### src/rtl/uart_cmd_parser_if.sv
`default_nettype none
// ============================================================================
// Module   : uart_cmd_parser_if
// Brief    : UART byte stream plus register bus bundle for uart_cmd_parser.
// Revision : 1.0
// ============================================================================
interface uart_cmd_parser_if;
    // UART receive/transmit side
    logic [7:0] rx_data;
    logic       rx_done;
    logic [7:0] tx_data;
    logic       tx_wr;
    logic       tx_done;

    // Register bus side
    logic [7:0] reg_addr;
    logic [7:0] reg_wdata;
    logic       reg_we;
    logic       reg_re;
    logic [7:0] reg_rdata;

    // Status
    logic       busy;
    logic       frame_err;

    modport master (
        input  rx_data, rx_done, tx_done, reg_rdata,
        output tx_data, tx_wr, reg_addr, reg_wdata, reg_we, reg_re, busy, frame_err
    );

    modport slave (
        output rx_data, rx_done, tx_done, reg_rdata,
        input  tx_data, tx_wr, reg_addr, reg_wdata, reg_we, reg_re, busy, frame_err
    );
endinterface
`default_nettype wire

### src/rtl/uart_cmd_parser.sv
`default_nettype none
// ============================================================================
// Module   : uart_cmd_parser
// Brief    : Decodes HEADER/OP/ADDR/N[/data] UART frames into single-beat
//            register writes and reads; read data is returned over the UART.
//            Optional write acknowledge byte enabled by macro UART_CMD_ACK_EN.
// Revision : 1.0
// ============================================================================
module uart_cmd_parser #(
    parameter logic [7:0]  HEADER         = 8'h12,
    parameter logic [7:0]  CMD_WR         = 8'h56,
    parameter logic [7:0]  CMD_RD         = 8'h34,
    parameter int unsigned TIMEOUT_CYCLES = 100000
) (
    input  logic               sys_clk,
    input  logic               sys_rst_n,
    uart_cmd_parser_if.master  bus
);
    localparam int unsigned     c_TW    = $clog2(TIMEOUT_CYCLES + 1);
    localparam logic [c_TW-1:0] c_TONE  = c_TW'(1);
    localparam logic [c_TW-1:0] c_TLAST = c_TW'(TIMEOUT_CYCLES - 1);

    localparam logic [3:0] c_IDLE    = 4'd0;
    localparam logic [3:0] c_OPC     = 4'd1;
    localparam logic [3:0] c_ADDR    = 4'd2;
    localparam logic [3:0] c_LEN     = 4'd3;
    localparam logic [3:0] c_WDATA   = 4'd4;
    localparam logic [3:0] c_RD_REQ  = 4'd5;
    localparam logic [3:0] c_RD_CAP  = 4'd6;
    localparam logic [3:0] c_TX_WAIT = 4'd7;
`ifdef UART_CMD_ACK_EN
    localparam logic [3:0] c_ACK      = 4'd8;
    localparam logic [7:0] c_ACK_BYTE = 8'hA5;
`endif

    logic [3:0]      r_state;
    logic            r_is_rd;
    logic [7:0]      r_count;
    logic [c_TW-1:0] r_timer;
    logic [7:0]      r_tx_data;
    logic            r_tx_wr;
    logic [7:0]      r_addr;
    logic [7:0]      r_wdata;
    logic            r_we;
    logic            r_re;
    logic            r_frame_err;

    logic            w_timed;
    logic            w_start;
    logic            w_timeout;

    // Inter-byte timer only runs while a frame is still being received
    assign w_timed   = (r_state == c_OPC) || (r_state == c_ADDR) ||
                       (r_state == c_LEN) || (r_state == c_WDATA);
    assign w_start   = (r_state == c_IDLE) && bus.rx_done && (bus.rx_data == HEADER);
    assign w_timeout = w_timed && !bus.rx_done && (r_timer >= c_TLAST);

    always_ff @(posedge sys_clk or negedge sys_rst_n) begin
        if (!sys_rst_n) begin
            r_timer <= '0;
        end else if (!w_timed) begin
            r_timer <= w_start ? c_TONE : '0;
        end else if (bus.rx_done) begin
            r_timer <= c_TONE;
        end else begin
            r_timer <= r_timer + c_TONE;
        end
    end

    always_ff @(posedge sys_clk or negedge sys_rst_n) begin
        if (!sys_rst_n) begin
            r_state     <= c_IDLE;
            r_is_rd     <= 1'b0;
            r_count     <= 8'd0;
            r_tx_data   <= 8'd0;
            r_tx_wr     <= 1'b0;
            r_addr      <= 8'd0;
            r_wdata     <= 8'd0;
            r_we        <= 1'b0;
            r_re        <= 1'b0;
            r_frame_err <= 1'b0;
        end else begin
            r_we        <= 1'b0;
            r_re        <= 1'b0;
            r_tx_wr     <= 1'b0;
            r_frame_err <= 1'b0;

            // Write address advances once its strobe has been presented
            if (r_we) begin
                r_addr <= r_addr + 8'd1;
            end

            case (r_state)
                c_IDLE: begin
                    if (w_start) begin
                        r_state <= c_OPC;
                    end
                end

                c_OPC: begin
                    if (bus.rx_done) begin
                        if (bus.rx_data == CMD_WR) begin
                            r_is_rd <= 1'b0;
                            r_state <= c_ADDR;
                        end else if (bus.rx_data == CMD_RD) begin
                            r_is_rd <= 1'b1;
                            r_state <= c_ADDR;
                        end else begin
                            r_frame_err <= 1'b1;
                            r_state     <= c_IDLE;
                        end
                    end else if (w_timeout) begin
                        r_frame_err <= 1'b1;
                        r_state     <= c_IDLE;
                    end
                end

                c_ADDR: begin
                    if (bus.rx_done) begin
                        r_addr  <= bus.rx_data;
                        r_state <= c_LEN;
                    end else if (w_timeout) begin
                        r_frame_err <= 1'b1;
                        r_state     <= c_IDLE;
                    end
                end

                c_LEN: begin
                    if (bus.rx_done) begin
                        r_count <= bus.rx_data;
                        if (bus.rx_data == 8'd0) begin
                            if (r_is_rd) begin
                                r_state <= c_IDLE;
                            end else begin
`ifdef UART_CMD_ACK_EN
                                r_state   <= c_ACK;
                                r_tx_data <= c_ACK_BYTE;
                                r_tx_wr   <= 1'b1;
`else
                                r_state   <= c_IDLE;
`endif
                            end
                        end else if (r_is_rd) begin
                            r_re    <= 1'b1;
                            r_state <= c_RD_REQ;
                        end else begin
                            r_state <= c_WDATA;
                        end
                    end else if (w_timeout) begin
                        r_frame_err <= 1'b1;
                        r_state     <= c_IDLE;
                    end
                end

                c_WDATA: begin
                    if (bus.rx_done) begin
                        r_wdata <= bus.rx_data;
                        r_we    <= 1'b1;
                        r_count <= r_count - 8'd1;
                        if (r_count == 8'd1) begin
`ifdef UART_CMD_ACK_EN
                            r_state   <= c_ACK;
                            r_tx_data <= c_ACK_BYTE;
                            r_tx_wr   <= 1'b1;
`else
                            r_state   <= c_IDLE;
`endif
                        end
                    end else if (w_timeout) begin
                        r_frame_err <= 1'b1;
                        r_state     <= c_IDLE;
                    end
                end

                // reg_re was raised on entry; read data arrives next cycle
                c_RD_REQ: begin
                    r_state <= c_RD_CAP;
                end

                c_RD_CAP: begin
                    r_tx_data <= bus.reg_rdata;
                    r_tx_wr   <= 1'b1;
                    r_state   <= c_TX_WAIT;
                end

                c_TX_WAIT: begin
                    if (bus.tx_done) begin
                        r_count <= r_count - 8'd1;
                        r_addr  <= r_addr + 8'd1;
                        if (r_count == 8'd1) begin
                            r_state <= c_IDLE;
                        end else begin
                            r_re    <= 1'b1;
                            r_state <= c_RD_REQ;
                        end
                    end
                end

`ifdef UART_CMD_ACK_EN
                c_ACK: begin
                    if (bus.tx_done) begin
                        r_state <= c_IDLE;
                    end
                end
`endif

                default: begin
                    r_state <= c_IDLE;
                end
            endcase
        end
    end

    assign bus.tx_data   = r_tx_data;
    assign bus.tx_wr     = r_tx_wr;
    assign bus.reg_addr  = r_addr;
    assign bus.reg_wdata = r_wdata;
    assign bus.reg_we    = r_we;
    assign bus.reg_re    = r_re;
    assign bus.busy      = (r_state != c_IDLE);
    assign bus.frame_err = r_frame_err;

endmodule
`default_nettype wire

### src/flat_wrapper.sv
// flat-port wrapper written by rule: the top's interface ports become plain ports
module uart_cmd_parser_flat 
#(
    parameter logic [7:0]  HEADER         = 8'h12,
    parameter logic [7:0]  CMD_WR         = 8'h56,
    parameter logic [7:0]  CMD_RD         = 8'h34,
    parameter int unsigned TIMEOUT_CYCLES = 100000
)
  (sys_clk, sys_rst_n, bus_rx_data, bus_rx_done, bus_tx_done, bus_reg_rdata, bus_tx_data, bus_tx_wr, bus_reg_addr, bus_reg_wdata, bus_reg_we, bus_reg_re, bus_busy, bus_frame_err);
  uart_cmd_parser_if bus_i ();
  input  logic sys_clk;
  input  logic sys_rst_n;
  input wire logic [$bits(bus_i.rx_data)-1:0] bus_rx_data;
  input wire logic [$bits(bus_i.rx_done)-1:0] bus_rx_done;
  input wire logic [$bits(bus_i.tx_done)-1:0] bus_tx_done;
  input wire logic [$bits(bus_i.reg_rdata)-1:0] bus_reg_rdata;
  output wire logic [$bits(bus_i.tx_data)-1:0] bus_tx_data;
  output wire logic [$bits(bus_i.tx_wr)-1:0] bus_tx_wr;
  output wire logic [$bits(bus_i.reg_addr)-1:0] bus_reg_addr;
  output wire logic [$bits(bus_i.reg_wdata)-1:0] bus_reg_wdata;
  output wire logic [$bits(bus_i.reg_we)-1:0] bus_reg_we;
  output wire logic [$bits(bus_i.reg_re)-1:0] bus_reg_re;
  output wire logic [$bits(bus_i.busy)-1:0] bus_busy;
  output wire logic [$bits(bus_i.frame_err)-1:0] bus_frame_err;
  assign bus_i.rx_data = bus_rx_data;
  assign bus_i.rx_done = bus_rx_done;
  assign bus_i.tx_done = bus_tx_done;
  assign bus_i.reg_rdata = bus_reg_rdata;
  assign bus_tx_data = bus_i.tx_data;
  assign bus_tx_wr = bus_i.tx_wr;
  assign bus_reg_addr = bus_i.reg_addr;
  assign bus_reg_wdata = bus_i.reg_wdata;
  assign bus_reg_we = bus_i.reg_we;
  assign bus_reg_re = bus_i.reg_re;
  assign bus_busy = bus_i.busy;
  assign bus_frame_err = bus_i.frame_err;
  uart_cmd_parser #(.HEADER(HEADER), .CMD_WR(CMD_WR), .CMD_RD(CMD_RD), .TIMEOUT_CYCLES(TIMEOUT_CYCLES)) u_core (.sys_clk(sys_clk), .sys_rst_n(sys_rst_n), .bus(bus_i));
endmodule
### config.mk
export PLATFORM = sky130hd
export DESIGN_NAME = uart_cmd_parser_flat
export DESIGN_NICKNAME = d
export VERILOG_FILES = /design/src/rtl/uart_cmd_parser_if.sv /design/src/rtl/uart_cmd_parser.sv /design/src/flat_wrapper.sv
export SDC_FILE = /design/constraint.sdc
export NUM_CORES = 1
export LEC_CHECK = 0
export CAP_MARGIN = 15
export CORE_MARGIN = 4
export CORE_UTILIZATION = 45
export DETAILED_ROUTE_END_ITERATION = 16
export GPL_ROUTABILITY_DRIVEN = 0
export PLACE_DENSITY = 0.81
export REMOVE_ABC_BUFFERS = 1
export SYNTH_ARGS = -nofsm -noshare
export SYNTH_HDL_FRONTEND = slang
export SYNTH_SLANG_ARGS = --single-unit
### constraint.sdc
create_clock -name sys_clk -period 1.7 [get_ports sys_clk]
set_clock_uncertainty 0.15 [all_clocks]
set_input_delay 0.17 -clock sys_clk [delete_from_list [all_inputs] [get_ports sys_clk]]
set_output_delay 0.17 -clock sys_clk [all_outputs]
set_load 0.01 [all_outputs]
==> results of run 1 <==
[cells by family after synthesis]
family                   count (synthesis)  share of synthesized area (%)
multiplexers                            20                           6.99
AND/OR/NAND/NOR                        143                           22.2
other                                    1                          0.118
XOR/XNOR                                24                           6.63
buffers and inverters                   22                           3.67
flip-flops                              58                           45.8
adder cells (fa/ha/maj)                  4                           1.58
AO/OA/AOI/OAI                           64                           13.0
[cells in the final DEF, fill, tap and decap left out, drive strengths merged, types with 2 or more instances in the layout]
cell type	Yosys	routed
a211oi	2	2
a21oi	20	20
a22oi	2	2
a31oi	7	7
and2	3	3
and3	3	3
and4	2	2
buf	10	76
bufinv	0	3
clkbuf	4	12
clkdlybuf4s50	0	45
dfrtp	58	58
ha	4	4
inv	8	8
mux2	17	17
mux2i	3	3
nand2	26	26
nand2b	3	3
nand3	20	20
nand4	7	7
nand4b	2	2
nor2	50	50
nor2b	6	6
nor3	7	7
nor3b	2	2
nor4	5	5
o211ai	3	3
o21ai	15	15
o22a	4	4
or2	3	3
xnor2	10	10
xor2	14	14
[worst min-delay path: cells and delay by family]
family | cells | cell delay, ns
buffers and inverters | 3 | 0.90
[worst paths after layout]
kind	start	endpoint	slack (ns)	cells after the start
worst max-delay path	u_core.r_state[2]$_DFFE_PN0P_	u_core.r_count[5]$_DFFE_PN0P_	-0.07	6
worst min-delay path	sys_rst_n	u_core.bus.reg_addr[5]$_DFF_PN0_	0.19	3
worst max register to register	u_core.r_state[2]$_DFFE_PN0P_	u_core.r_count[5]$_DFFE_PN0P_	-0.07	6
worst min register to register	u_core.bus.reg_wdata[1]$_DFFE_PN0P_	u_core.bus.reg_wdata[1]$_DFFE_PN0P_	0.35	2
max in group asynchronous	sys_rst_n	u_core.r_state[3]$_DFFE_PN0P_	0.92	3
min in group sys_clk	bus_reg_rdata[6]	u_core.bus.tx_data[6]$_DFFE_PN0P_	0.29	2
[final cells by class]
type	count	share of cell area, %
multi-input combinational	256	38.9
sequential	58	29.3
timing repair buffer	124	24.1
clock buffer	11	2.64
tap	96	2.41
clock inverter	5	2.06
inverter	8	0.603
[report_power, final]
part           internal (uW)  switching [uW]  leakage [uW]  total [uW]
logic                    238             226       0.00121         464
clock network            972             584      0.000114        1560
registers               1430            68.9      0.000768        1500
total                   2640             878       0.00209        3520
[through the flow]
step	setup TNS, ns	utilization (%)	hold WS (ns)	instances	total power, uW
2_1_floorplan	-1.49	-	-0.276	322	1650
3_3_place_gp	-3.37	60.1	0.0418	516	1880
3_5_place_dp	-4.13	60.1	0.0442	516	1890
4_1_cts	-0.906	67.3	0.205	546	3460
5_1_grt	-2.20	72.9	0.231	558	3640
6_report	-0.594	72.9	0.188	558	3520
[cell usage after synthesis (2+ instances only)]
cell      number
a21oi_1       19
a22oi_1        2
a31oi_1        7
and2_1         2
and3_1         3
and4_1         2
buf_2          6
buf_6          3
clkbuf_1       4
dfrtp_1       58
ha_1           4
inv_1          8
mux2_2        16
mux2i_1        3
nand2_1       26
nand2b_1       3
nand3_1       20
nand4_1        7
nand4b_1       2
nor2_1        47
nor2_2         3
nor2b_1        6
nor3_1         7
nor4_1         5
o211ai_1       3
o21ai_0        9
o21ai_1        6
o22a_1         4
or2_1          2
xnor2_1       10
xor2_1        14
[layer usage]
| metal | GRT usage (%) | wire, um | up-vias |
|---|---|---|---|
| li1 | - | - | 1431 |
| met1 | 29.1 | 4220 | 1627 |
| met2 | 36.8 | 5250 | 163 |
| met3 | 4.35 | 666 | 30 |
| met4 | 10.5 | 312 | 0 |
| met5 | 0 | 0 | - |
[flip-flops by register name (all words and copies together), names as in the netlist]
name and flops:
u_core.bus.reg_wdata 8, u_core.r_count 8, u_core.bus.frame_err 1, u_core.bus.reg_re 1
u_core.bus.reg_we 1, u_core.r_state 4, u_core.bus.tx_wr 1, u_core.r_is_rd 1
u_core.r_timer 17, u_core.bus.tx_data 8, u_core.bus.reg_addr 8
[timing repair]
item,CTS,global route
hold endpoints to repair,58,0
setup buffers,11,11
gates cloned,2,1
hold buffers,1,0
endpoints found under the setup margin,20,56
gates resized for setup,43,69
pin swaps,12,29
==> reports/qor.txt, run 1 <==
================================================================================
Count of pins over their slew limit ...............................            0
Count of buffers from port buffering ..............................           48
Worst IR drop on VDD ..............................................     0.517 mV
Run status ........................................................ complete, but fails checks
Most area-hungry cell type in the Yosys netlist ...................      dfrtp_1
Chain of cells forming the critical path .......................... mux2_4, a32oi_4, or2_4, buf_12, a21oi_2, o22a_1
Overall die height ................................................      91.9 um
Kind of cell adding the most delay to the critical path ...........   flip-flops
Master of the slowest instance on the critical path ...............      dfrtp_1
Crit path capture type ............................................         flop
Number of hold-slack violations in the final timing report ........            0
Antenna violations before repair ..................................            0
Dominant register cell in the synthesized netlist .................      dfrtp_1
Startpoint-to-endpoint class of the critical path .................   reg -> reg
Std-Cell Core Area ................................................    6830 um^2
Maximum Capacitance Violations ....................................            0
Crit start category ...............................................         flop
Number of global-route vias before repair .........................        3,182
Largest stage delay, worst path ...................................      0.42 ns
Area share of the largest cell type after synthesis ...............        45.8%
Per-cell routed wire length .......................................      18.7 um
Worst slack at placement ..........................................    -0.316 ns
Combined buffer and inverter count along the critical path ........            1
Leakage power .....................................................   0.00209 uW
Post-synthesis register bit count .................................           58
Number of failing setup endpoints in the final timing report ......           20
PD cells ..........................................................  706 nW/um^2
DRC viols .........................................................            0
Instance area at placement ........................................    4100 um^2
Area of the mapped netlist ........................................    3170 um^2
Post-route antenna net violation count ............................            0
Maximum number of pins on one net before global-route repair ......           59
Fin nets ..........................................................          481
Clock-pin slew on the worst setup and hold paths ..................      0.07 ns
Count of warnings emitted by yosys ................................            0
Area taken by multi-input logic gates .............................    1940 um^2
Post-synthesis cell type count ....................................           56
Initial cell density of the core ..................................        46.4%
Layout cell share with drive strength beyond 1 ....................        38.7%
Final critical path time including I/O delays and setup ...........      1.77 ns
Area delta synth->final ...........................................        57.2%
Number of buffers created by CTS ..................................            9
Violations in the final reports ................................... negative setup slack
Total overflow reported by the global router ......................            0
All-Layer GR Usage ................................................        22.6%
Clk root buf ......................................................     clkbuf_8
Final cell area excluding filler cells ............................    4980 um^2
Clk sink count ....................................................           58
DIE AREA ..........................................................    8450 um^2
Mean Syn Cell Area ................................................    9.43 um^2
Clock tree from TritonCTS .........................................         done
F_max .............................................................    0.563 GHz
Share of async-settable or async-resettable flops after synthesis .         100%
Final cycle utilization of the critical path ......................         104%
Largest fanout on the critical path ...............................            6
Leading cell types by total area after synthesis .................. dfrtp_1 46%, mux2_2 5.7%, nor2_1 5.6%
Worst path required time ..........................................      1.78 ns
Worst hold path class .............................................  in -> async
Chip width ........................................................      91.9 um
Final setup margin ................................................   -0.0749 ns
Arrival @ worst endpoint ..........................................      1.85 ns
DR pass1 iterations ...............................................            5
DP HPWL ...........................................................      5.82 mm
DRC marker count from the first detailed-route iteration ..........          282
Number of synthesized flops with an enable pin ....................            0
N_diodes ..........................................................            0
Global-route wire length before repair ............................      15.4 mm
Number of vias per cell ...........................................         5.83
Fill cell total of the finished layout ............................          424
Post-synthesis sequential area ratio ..............................        45.8%
Setup repair after global routing missed its margin ...............         true
Total routed wirelength ...........................................      10.4 mm
CTS max path bufs .................................................            2
Vias ..............................................................        3,251
Register area .....................................................    1460 um^2
Number of rows created at floorplan ...............................           30
Top-level I/O count ...............................................           49
Number of H-tree branching levels .................................            3
Clock insertion delay at the later pin of the skew report .........      0.35 ns
Number of standard cells after synthesis ..........................          336
================================================================================
Power figures use the tool's default switching activity.
==> inputs of run 2 (changes only) <==
CORE_ASPECT_RATIO = 1.1   (was default)
==> run 2 against run 1 <==
Against the previous run: the run still ends with negative setup slack left; via count decreased by 2.5%; fmax decreased by 0.74%; design area decreased by 5.2%; wire length decreased by 7.9%; final cell count decreased by 2.3%; sequential share of layout area increased by 1.6 points; critical endpoint is now u_core.r_count[4]$_DFFE_PN0P_.
==> reports/qor.txt, run 2 (synthesis results as in run 1) <==
============================================================================
Total overflow reported by the global router ..................            0
Number of failing setup endpoints in the final timing report ..           19
Initial cell density of the core ..............................        47.2%
Count of buffers from port buffering ..........................           48
DP HPWL .......................................................      5.89 mm
Violations in the final reports ............................... negative setup slack
DIE AREA ......................................................    8450 um^2
Worst IR drop on VDD ..........................................     0.379 mV
Slew @ Worst Pin ..............................................     0.651 ns
Number of global-route vias before repair .....................        3,118
Leakage power .................................................   0.00203 uW
Most frequent cell on the critical path .......................        buf_4
Clock tree from TritonCTS .....................................         done
Max-Slew Margin vs Limit ......................................        56.2%
Fin nets ......................................................          482
Number of hold-slack violations in the final timing report ....            0
Worst path required time ......................................      1.79 ns
Final cycle utilization of the critical path ..................         105%
Overall die height ............................................      96.0 um
Clock insertion delay at the later pin of the skew report .....      0.35 ns
Per-cell routed wire length ...................................      17.6 um
Top-level I/O count ...........................................           49
Top register by number of flip-flops .......................... u_core.r_timer
DRC marker count from the first detailed-route iteration ......          403
Largest fanout on the critical path ...........................            9
Clk sink count ................................................           58
Master of the slowest instance on the critical path ...........      dfrtp_1
Chip width ....................................................      88.0 um
Number of vias per cell .......................................         5.81
Chain of cells forming the critical path ...................... buf_6, buf_4, nand2b_4, a21oi_2, buf_4, nor2_1, a41oi_1, o22a_1
Combined buffer and inverter count along the critical path ....            3
Setup repair after global routing missed its margin ...........         true
Number of buffers created by CTS ..............................            9
Final standard cell utilization of the core ...................        70.4%
Antenna violations before repair ..............................            0
Number of rows created at floorplan ...........................           31
Layout cell share with drive strength beyond 1 ................        35.4%
PD cells ......................................................  655 nW/um^2
Number of H-tree branching levels .............................            3
Clk root buf ..................................................     clkbuf_8
N_diodes ......................................................            0
All-Layer GR Usage ............................................        22.3%
Crit path capture type ........................................         flop
Startpoint-to-endpoint class of the critical path .............   reg -> reg
DRC viols .....................................................            0
Maximum Capacitance Violations ................................            0
Total negative slack for setup checks .........................    -0.593 ns
F_max .........................................................    0.559 GHz
Area delta synth->final .......................................        49.1%
Total routed wirelength .......................................      9.61 mm
Commonest cells after routing, fill and taps aside ............ 66 x buf_4, 51 x dfrtp_1, 45 x clkdlybuf4s50_1
Kind of cell adding the most delay to the critical path ....... buffers and inverters
Std-Cell Core Area ............................................    6710 um^2
Final cell area excluding filler cells ........................    4720 um^2
Count of pins over their slew limit ...........................            0
CTS max path bufs .............................................            2
Maximum number of pins on one net before global-route repair ..           59
Vias ..........................................................        3,169
Final setup margin ............................................   -0.0882 ns
Most common library cell in the layout ignoring fill and taps .        buf_4
Post-route antenna net violation count ........................            0
Final critical path time including I/O delays and setup .......      1.79 ns
Global-route wire length before repair ........................      14.6 mm
Instance area at placement ....................................    4170 um^2
Fill cell total of the finished layout ........................          464
DR pass1 iterations ...........................................            5
Worst slack at placement ......................................    -0.235 ns
Largest stage delay, worst path ...............................      0.40 ns
Worst hold path class .........................................  in -> async
Crit start category ...........................................         flop
Run status .................................................... complete, but fails checks
Number of flip-flops in the largest register ..................           17
Arrival @ worst endpoint ......................................      1.87 ns
Clock-pin slew on the worst setup and hold paths ..............      0.07 ns
============================================================================
[run 2: layout make-up]
| class | count | area, um^2 | share of cell area [%] |
|---|---|---|---|
| multi-input combinational | 256 | 1820 | 38.5 |
| sequential | 58 | 1460 | 30.9 |
| timing repair buffer | 125 | 1140 | 24.0 |
| clock buffer | 10 | 138 | 2.91 |
| tap | 82 | 103 | 2.17 |
| clock inverter | 6 | 41.3 | 0.874 |
| inverter | 8 | 30.0 | 0.636 |
[run 2: report_power, final]
part           total [uW]  switching [uW]  internal (uW)  leakage (uW)
registers            1490            63.3           1430      0.000769
logic                 433             201            232       0.00118
clock network        1170             601            567     0.0000847
total                3090             866           2230       0.00203
[run 2: path summary, 6_finish.rpt]
kind	startpoint	endpoint	slack, ns	cells after the start
worst max-delay path	u_core.r_state[2]$_DFFE_PN0P_	u_core.r_count[4]$_DFFE_PN0P_	-0.09	8
worst min-delay path	sys_rst_n	u_core.r_timer[6]$_DFF_PN0_	0.20	3
worst max register to register	u_core.r_state[2]$_DFFE_PN0P_	u_core.r_count[4]$_DFFE_PN0P_	-0.09	8
worst min register to register	u_core.bus.reg_wdata[5]$_DFFE_PN0P_	u_core.bus.reg_wdata[5]$_DFFE_PN0P_	0.33	2
max in group asynchronous	sys_rst_n	u_core.bus.reg_we$_DFF_PN0_	0.90	3
min in group sys_clk	bus_reg_rdata[3]	u_core.bus.tx_data[3]$_DFFE_PN0P_	0.27	2
[run 2: what timing repair did]
action                                  CTS  global route
pin swaps                                11            14
hold buffers                              1             0
endpoints found under the hold margin    58             0
gates resized for setup                  24            46
endpoints found under the setup margin   22            48
gates cloned                              0             1
setup buffers                             9             5
[run 2: metrics by stage]
step / instances / hold slack [ns] / power (uW)
floorplan: 322 / -0.276 / 1650
global placement: 513 / 0.0468 / 1890
detailed placement: 513 / 0.0518 / 1900
CTS: 539 / 0.217 / 3080
global route: 545 / 0.238 / 3210
finish: 545 / 0.202 / 3090
[run 2: tightest hold or removal path: cells and delay by family]
| kind | cells | cell delay (ns) |
|---|---|---|
| buf+inv | 3 | 0.92 |
[run 2: per-layer routing]
| metal | GRT usage, % | vias up | routed length [um] |
|---|---|---|---|
| li1 | - | 1439 | - |
| met1 | 28.2 | 1533 | 3850 |
| met2 | 36.7 | 164 | 4770 |
| met3 | 5.48 | 33 | 751 |
| met4 | 8.94 | 0 | 231 |
| met5 | 0 | - | 0 |
